[config.mk]
export PLATFORM = sky130hd
export DESIGN_NAME = pc_ctrl_rv32
export DESIGN_NICKNAME = d
export VERILOG_FILES = /design/src/rtl/pc_ctrl_rv32_pkg.sv /design/src/rtl/pc_ctrl_rv32.sv
export SDC_FILE = /design/constraint.sdc
export NUM_CORES = 1
export LEC_CHECK = 0
export BUFFER_PORTS_ARGS = -buffer_cell sky130_fd_sc_hd__clkbuf_2
export CAP_MARGIN = 5
export CORE_ASPECT_RATIO = 1.4
export CORE_MARGIN = 8
export CORE_UTILIZATION = 45
export DETAILED_ROUTE_END_ITERATION = 10
export PLACE_DENSITY_LB_ADDON = 0.2
export SYNTH_ARGS = -nofsm -noshare
export SYNTH_HDL_FRONTEND = slang
export SYNTH_SLANG_ARGS = --single-unit
[constraint.sdc]
create_clock -name clk_in -period 2.59 [get_ports clk_in]
set_clock_uncertainty 0.15 [all_clocks]
set_input_delay 0.1295 -clock clk_in [delete_from_list [all_inputs] [get_ports clk_in]]
set_output_delay 0.1295 -clock clk_in [all_outputs]
set_load 0.02 [all_outputs]
[src/rtl/pc_ctrl_rv32_pkg.sv]
// PC-select sequencer shared definitions: pc_src mux codes, FSM states, decode helpers.
// Latency: n/a (package).
// Backpressure: n/a (package).
package pc_ctrl_rv32_pkg;

  // Select codes understood by pc_muxrv32.
  localparam logic [1:0] PC_SRC_BOOT = 2'b00;
  localparam logic [1:0] PC_SRC_EPC  = 2'b01;
  localparam logic [1:0] PC_SRC_TRAP = 2'b10;
  localparam logic [1:0] PC_SRC_NEXT = 2'b11;

  typedef enum logic [1:0] {
    ST_BOOT = 2'b00,
    ST_RUN  = 2'b01,
    ST_TRAP = 2'b10,
    ST_MRET = 2'b11
  } pc_state_t;

  // The mux select is a pure function of the sequencer state.
  function automatic logic [1:0] pc_src_of(input pc_state_t s);
    case (s)
      ST_BOOT: pc_src_of = PC_SRC_BOOT;
      ST_RUN:  pc_src_of = PC_SRC_NEXT;
      ST_TRAP: pc_src_of = PC_SRC_TRAP;
      default: pc_src_of = PC_SRC_EPC;
    endcase
  endfunction

  // Everything except normal running discards the in-flight instruction.
  function automatic logic flush_of(input pc_state_t s);
    flush_of = (s != ST_RUN);
  endfunction

endpackage

[src/rtl/pc_ctrl_rv32.sv]
// RV32 PC sequencer: owns the PC register and drives the pc_src select of pc_muxrv32.
// Latency: PC and all outputs are registered; an event in RUN shows on the outputs the next cycle.
// Backpressure: ahb_ready_in=0 holds pc_out (and the TRAP/MRET/BOOT exit); trap/mret are taken regardless.
//
// Ports:
//   clk_in, rst_n_in          clock (rising edge), async active-low reset
//   ahb_ready_in              instruction bus ready; PC loads only when 1
//   trap_req_in, mret_in      requests from CSR/decode (level)
//   misaligned_instr_in       from mux: taken branch target not 4-byte aligned
//   pc_mux_in                 selected next PC coming back from the mux
//   pc_src_out                mux select: 00 boot, 01 epc, 10 trap vector, 11 next_pc
//   pc_out                    current PC, fed to the mux pc_in
//   flush_out                 kill the instruction in fetch/decode
//   trap_taken_out/cause      1-cycle trap pulse; cause 1=misaligned fetch, 0=trap_req (held)
//   mret_taken_out            1-cycle pulse, CSR restores status
module pc_ctrl_rv32
  import pc_ctrl_rv32_pkg::*;
#(
  parameter logic [31:0] BOOT_ADDRESS = 32'h0000_0000,
  parameter int          BOOT_WAIT    = 4
) (
  input  logic        clk_in,
  input  logic        rst_n_in,
  input  logic        ahb_ready_in,
  input  logic        trap_req_in,
  input  logic        mret_in,
  input  logic        misaligned_instr_in,
  input  logic [31:0] pc_mux_in,
  output logic [1:0]  pc_src_out,
  output logic [31:0] pc_out,
  output logic        flush_out,
  output logic        trap_taken_out,
  output logic        trap_cause_out,
  output logic        mret_taken_out
);

  // Counter wide enough for BOOT_WAIT-1, never narrower than one bit.
  localparam int              CNT_W   = (BOOT_WAIT > 1) ? $clog2(BOOT_WAIT) : 1;
  localparam logic [CNT_W-1:0] CNT_MAX = CNT_W'(BOOT_WAIT - 1);

  pc_state_t        state;
  logic [CNT_W-1:0] boot_cnt;

  always_ff @(posedge clk_in or negedge rst_n_in) begin
    if (!rst_n_in) begin
      state          <= ST_BOOT;
      boot_cnt       <= '0;
      pc_out         <= BOOT_ADDRESS;
      pc_src_out     <= pc_src_of(ST_BOOT);
      flush_out      <= flush_of(ST_BOOT);
      trap_taken_out <= 1'b0;
      trap_cause_out <= 1'b0;
      mret_taken_out <= 1'b0;
    end else begin
      // Pulses are high only in the first cycle of TRAP/MRET.
      trap_taken_out <= 1'b0;
      mret_taken_out <= 1'b0;

      case (state)
        ST_BOOT: begin
          if (boot_cnt != CNT_MAX) begin
            boot_cnt <= boot_cnt + 1'b1;
          end
          if ((boot_cnt == CNT_MAX) && ahb_ready_in) begin
            state      <= ST_RUN;
            pc_out     <= pc_mux_in;
            pc_src_out <= pc_src_of(ST_RUN);
            flush_out  <= flush_of(ST_RUN);
          end
        end

        ST_RUN: begin
          // Events win over a stalled fetch; the stale fetch is flushed.
          if (trap_req_in || misaligned_instr_in) begin
            state          <= ST_TRAP;
            pc_src_out     <= pc_src_of(ST_TRAP);
            flush_out      <= flush_of(ST_TRAP);
            trap_taken_out <= 1'b1;
            trap_cause_out <= !trap_req_in;
          end else if (mret_in) begin
            state          <= ST_MRET;
            pc_src_out     <= pc_src_of(ST_MRET);
            flush_out      <= flush_of(ST_MRET);
            mret_taken_out <= 1'b1;
          end else if (ahb_ready_in) begin
            pc_out <= pc_mux_in;
          end
        end

        ST_TRAP, ST_MRET: begin
          // Requests are ignored here; a held trap_req is re-taken once back in RUN.
          if (ahb_ready_in) begin
            state      <= ST_RUN;
            pc_out     <= pc_mux_in;
            pc_src_out <= pc_src_of(ST_RUN);
            flush_out  <= flush_of(ST_RUN);
          end
        end

        default: begin
          state      <= ST_BOOT;
          boot_cnt   <= '0;
          pc_src_out <= pc_src_of(ST_BOOT);
          flush_out  <= flush_of(ST_BOOT);
        end
      endcase
    end
  end

endmodule

==> flow_summary_export.csv <==
group,metric,value,unit
sta,drv_slew,0,
floorplan,die_h,87.1,µm
run,drv_cap,0,
cts,clock_path_buffers,2,
detailed_routing,vias_per_cell,4.75,
sta,finalHoldViolations,0,
synth,synth-seq-cells,41,
cts,htreeDepth,2,
sta,fmax,511,MHz
detailed_routing,drc,0,
synth,syn_avg_cell_area,16.1,µm²
cts,numCtsBuffers,5,
floorplan,num_rows,26,
final_layout,num_antenna_cells,0,
final_layout,instances_no_fill,260,
placed_design,dp_cells,216,
synth,synth_most_common_cell,"dfrtp_1",
sta,worstMarginPinSlew,960,ps
hold_path,hold_class,"in2reg",
global_routing,grt_max_degree,42,
global_routing,antenna_found_initial,0,
hold_path,min_from,"misaligned_instr_in",
sta,slew_headroom,36.0,%
synth,yosysSeqAreaShare,63.2,%
critical_path,reg2reg_depth,5,
final_layout,nNetsFinal,256,
critical_path,critical_path_class,"reg2reg",
global_routing,grt_overflow,0,
placed_design,io_buffers,75,
pwr,ir_drop,813,µV
detailed_routing,highest_layer,"met4",
final_layout,syn_to_final_growth,52.4,%
detailed_routing,dr_wl_met2,2.04,mm
placed_design,place.gp.congestion,0.734,
pwr,p_leak,1.23,nW
floorplan,die_area,5820,µm²
detailed_routing,wirelength,3.85,mm
synth,ys.warnings.count,0,
synth,synthArstFlopShare,100,%
hold_path,hold_depth,3,
synth,synth_area_leaders,"dfrtp_1 (62%), mux2_2 (20%), mux2_4 (3.7%)",
global_routing,grt_pass1_vias,1394,
detailed_routing,wl_per_cell,14.8,µm
synth,synth_commonest_cells,"dfrtp_1 (40), mux2_2 (29), nor2_1 (5)",
final_layout,final_util,69.9,%
placed_design,dpl-instance-area,2030,µm²
critical_path,cp-start-kind,"flip-flop",
sta,rsz0062_at_grt,"false",
synth,ys.flop_type,"dfrtp_1",
detailed_routing,drt_first_pass_iters,4,
critical_path,end_kind,"flip-flop",
synth,synth_enable_flop_cells,0,
sta,finalCriticalPeriod,1960,ps
synth,synth_area,1630,µm²
synth,syn_nets,140,
floorplan,core,3550,µm²
cts,clock-root-buffer,"clkbuf_8",
placed_design,post-dp-hpwl,2.85,mm
cts,ctsResizeCount,0,
floorplan,start_util,45.9,%
synth,yosysTopAreaCellShare,61.5,%
cts,clock-sinks,41,
floorplan,io-pin-count,76,
final_layout,fillers,247,
detailed_routing,num_vias,1234,
sta,fin_crit_sh,75.5,%
critical_path,r2r_slack,630,ps
sta,setup_viol,0,
critical_path,required,2610,ps
global_routing,track_usage,14.4,%
critical_path,reg2reg_from,"boot_cnt[0]$_DFFE_PN0P_",
cts,cts_tree,"done",
detailed_routing,ant_nets,0,
detailed_routing,dr_wl_met3,360,µm
hold_path,holdPathEnd,"trap_cause_out$_DFFE_PN0P_",
global_routing,grt_pass1_wl,6.53,mm
synth,synth_top_cell_by_area,"dfrtp_1",
critical_path,critPathMaxFanout,17,
sta,fin_setup_tns,0,ps
detailed_routing,drt_iter0_markers,34,
final_layout,final_cell_area,2480,µm²
critical_path,worstPathArrival,1970,ps
synth,synthCells,101,
synth,yosys.cell_types.count,21,
critical_path,r2r-end,"pc_out[18]$_DFFE_PN0P_",
cts,clkSlewWorstSetupHoldPaths,70,ps
detailed_routing,met1_length,1.38,mm
status,status,"complete, no violations",
floorplan,die_x,66.8,µm
cts,clk_latency,280,ps
sta,whs,28.0,ps
pwr,power_per_cell_area,1210,nW/µm²
final_layout,drive_gt1_share,55.5,%
-- report_power, final --
group	switching [W]	internal (W)
sequential	0.000176	0.000969
combinational	0.000789	0.000657
clock	0.000192	0.000217
-- final cells by class --
cell class / instances / area, µm² / area share, %
Tap cell: 42 / 52.6 / 2.12
Inverter: 2 / 7.51 / 0.303
Multi-Input combinational cell: 54 / 551 / 22.2
Timing Repair Buffer: 113 / 751 / 30.3
Sequential cell: 41 / 1030 / 41.4
Clock buffer: 8 / 90.1 / 3.63
-- through the flow --
step                setup slack [ps]  total power (W)
global route                     541          0.00320
detailed placement               643          0.00259
CTS                              621          0.00305
finish                           634          0.00300
global placement                 693          0.00252
floorplan                        753          0.00213
-- repair_timing --
item                                   CTS  global route
buffers inserted                         0             0
hold buffers                            36             0
endpoints found under the hold margin   75             0
-- worst max path at each step --
stage / start / end / cells past startpoint / slack, ps
4_1_cts: boot_cnt[0]$_DFFE_PN0P_ / pc_out[18]$_DFFE_PN0P_ / 5 / 620
5_1_grt: boot_cnt[0]$_DFFE_PN0P_ / pc_out[10]$_DFFE_PN0P_ / 5 / 540
6_report: boot_cnt[0]$_DFFE_PN0P_ / pc_out[18]$_DFFE_PN0P_ / 5 / 630
3_5_place_dp: boot_cnt[0]$_DFFE_PN0P_ / pc_out[27]$_DFFE_PN0P_ / 5 / 640
2_1_floorplan: boot_cnt[0]$_DFFE_PN0P_ / pc_out[10]$_DFFE_PN0P_ / 5 / 750
3_3_place_gp: boot_cnt[0]$_DFFE_PN0P_ / pc_out[13]$_DFFE_PN0P_ / 5 / 690
-- layout by cell type (no fill, tap or decap), drive strengths merged --
cell | Yosys | final
dfstp | 1 | 1
a21oi | 3 | 3
buf | 4 | 2
and2b | 1 | 1
o221ai | 1 | 1
or2 | 1 | 1
o22a | 1 | 1
nor2 | 5 | 5
o21ai | 1 | 1
xor2 | 1 | 1
nor3 | 1 | 1
inv | 2 | 2
o22ai | 1 | 1
and3 | 2 | 2
ha | 1 | 1
dlygate4sd3 | 0 | 36
nand2b | 1 | 1
a311oi | 1 | 1
dfrtp | 40 | 40
mux2 | 33 | 33
clkbuf | 0 | 83
-- routing by layer --
layer | vias to the layer above | global-route usage (%)
li1 | 583 | -
met1 | 590 | 14.7
met2 | 53 | 25.0
met3 | 8 | 6.19
met4 | 0 | 5.26
met5 | - | 0
-- critical path: stages (launching register included) --
cell and delay, ps:
dfrtp_1 400, ha_1 220, or2_4 250, o221ai_4 170, buf_4 280, mux2_2 370
-- cell families after synthesis --
family          share of synthesized area [%]
buf+inv                                  3.00
mux                                      23.8
compound gates                           4.31
xor+xnor                                0.539
flops                                    63.2
fa+ha+maj                               0.769
simple gates                             4.46
-- registers in the layout (all words and copies together) (netlist names) --
name,flops
flush_out,1
state,2
pc_out,32
mret_taken_out,1
pc_src_out,1
boot_cnt,2
trap_cause_out,1
trap_taken_out,1
No activity file was read; power rests on OpenSTA's default activity.
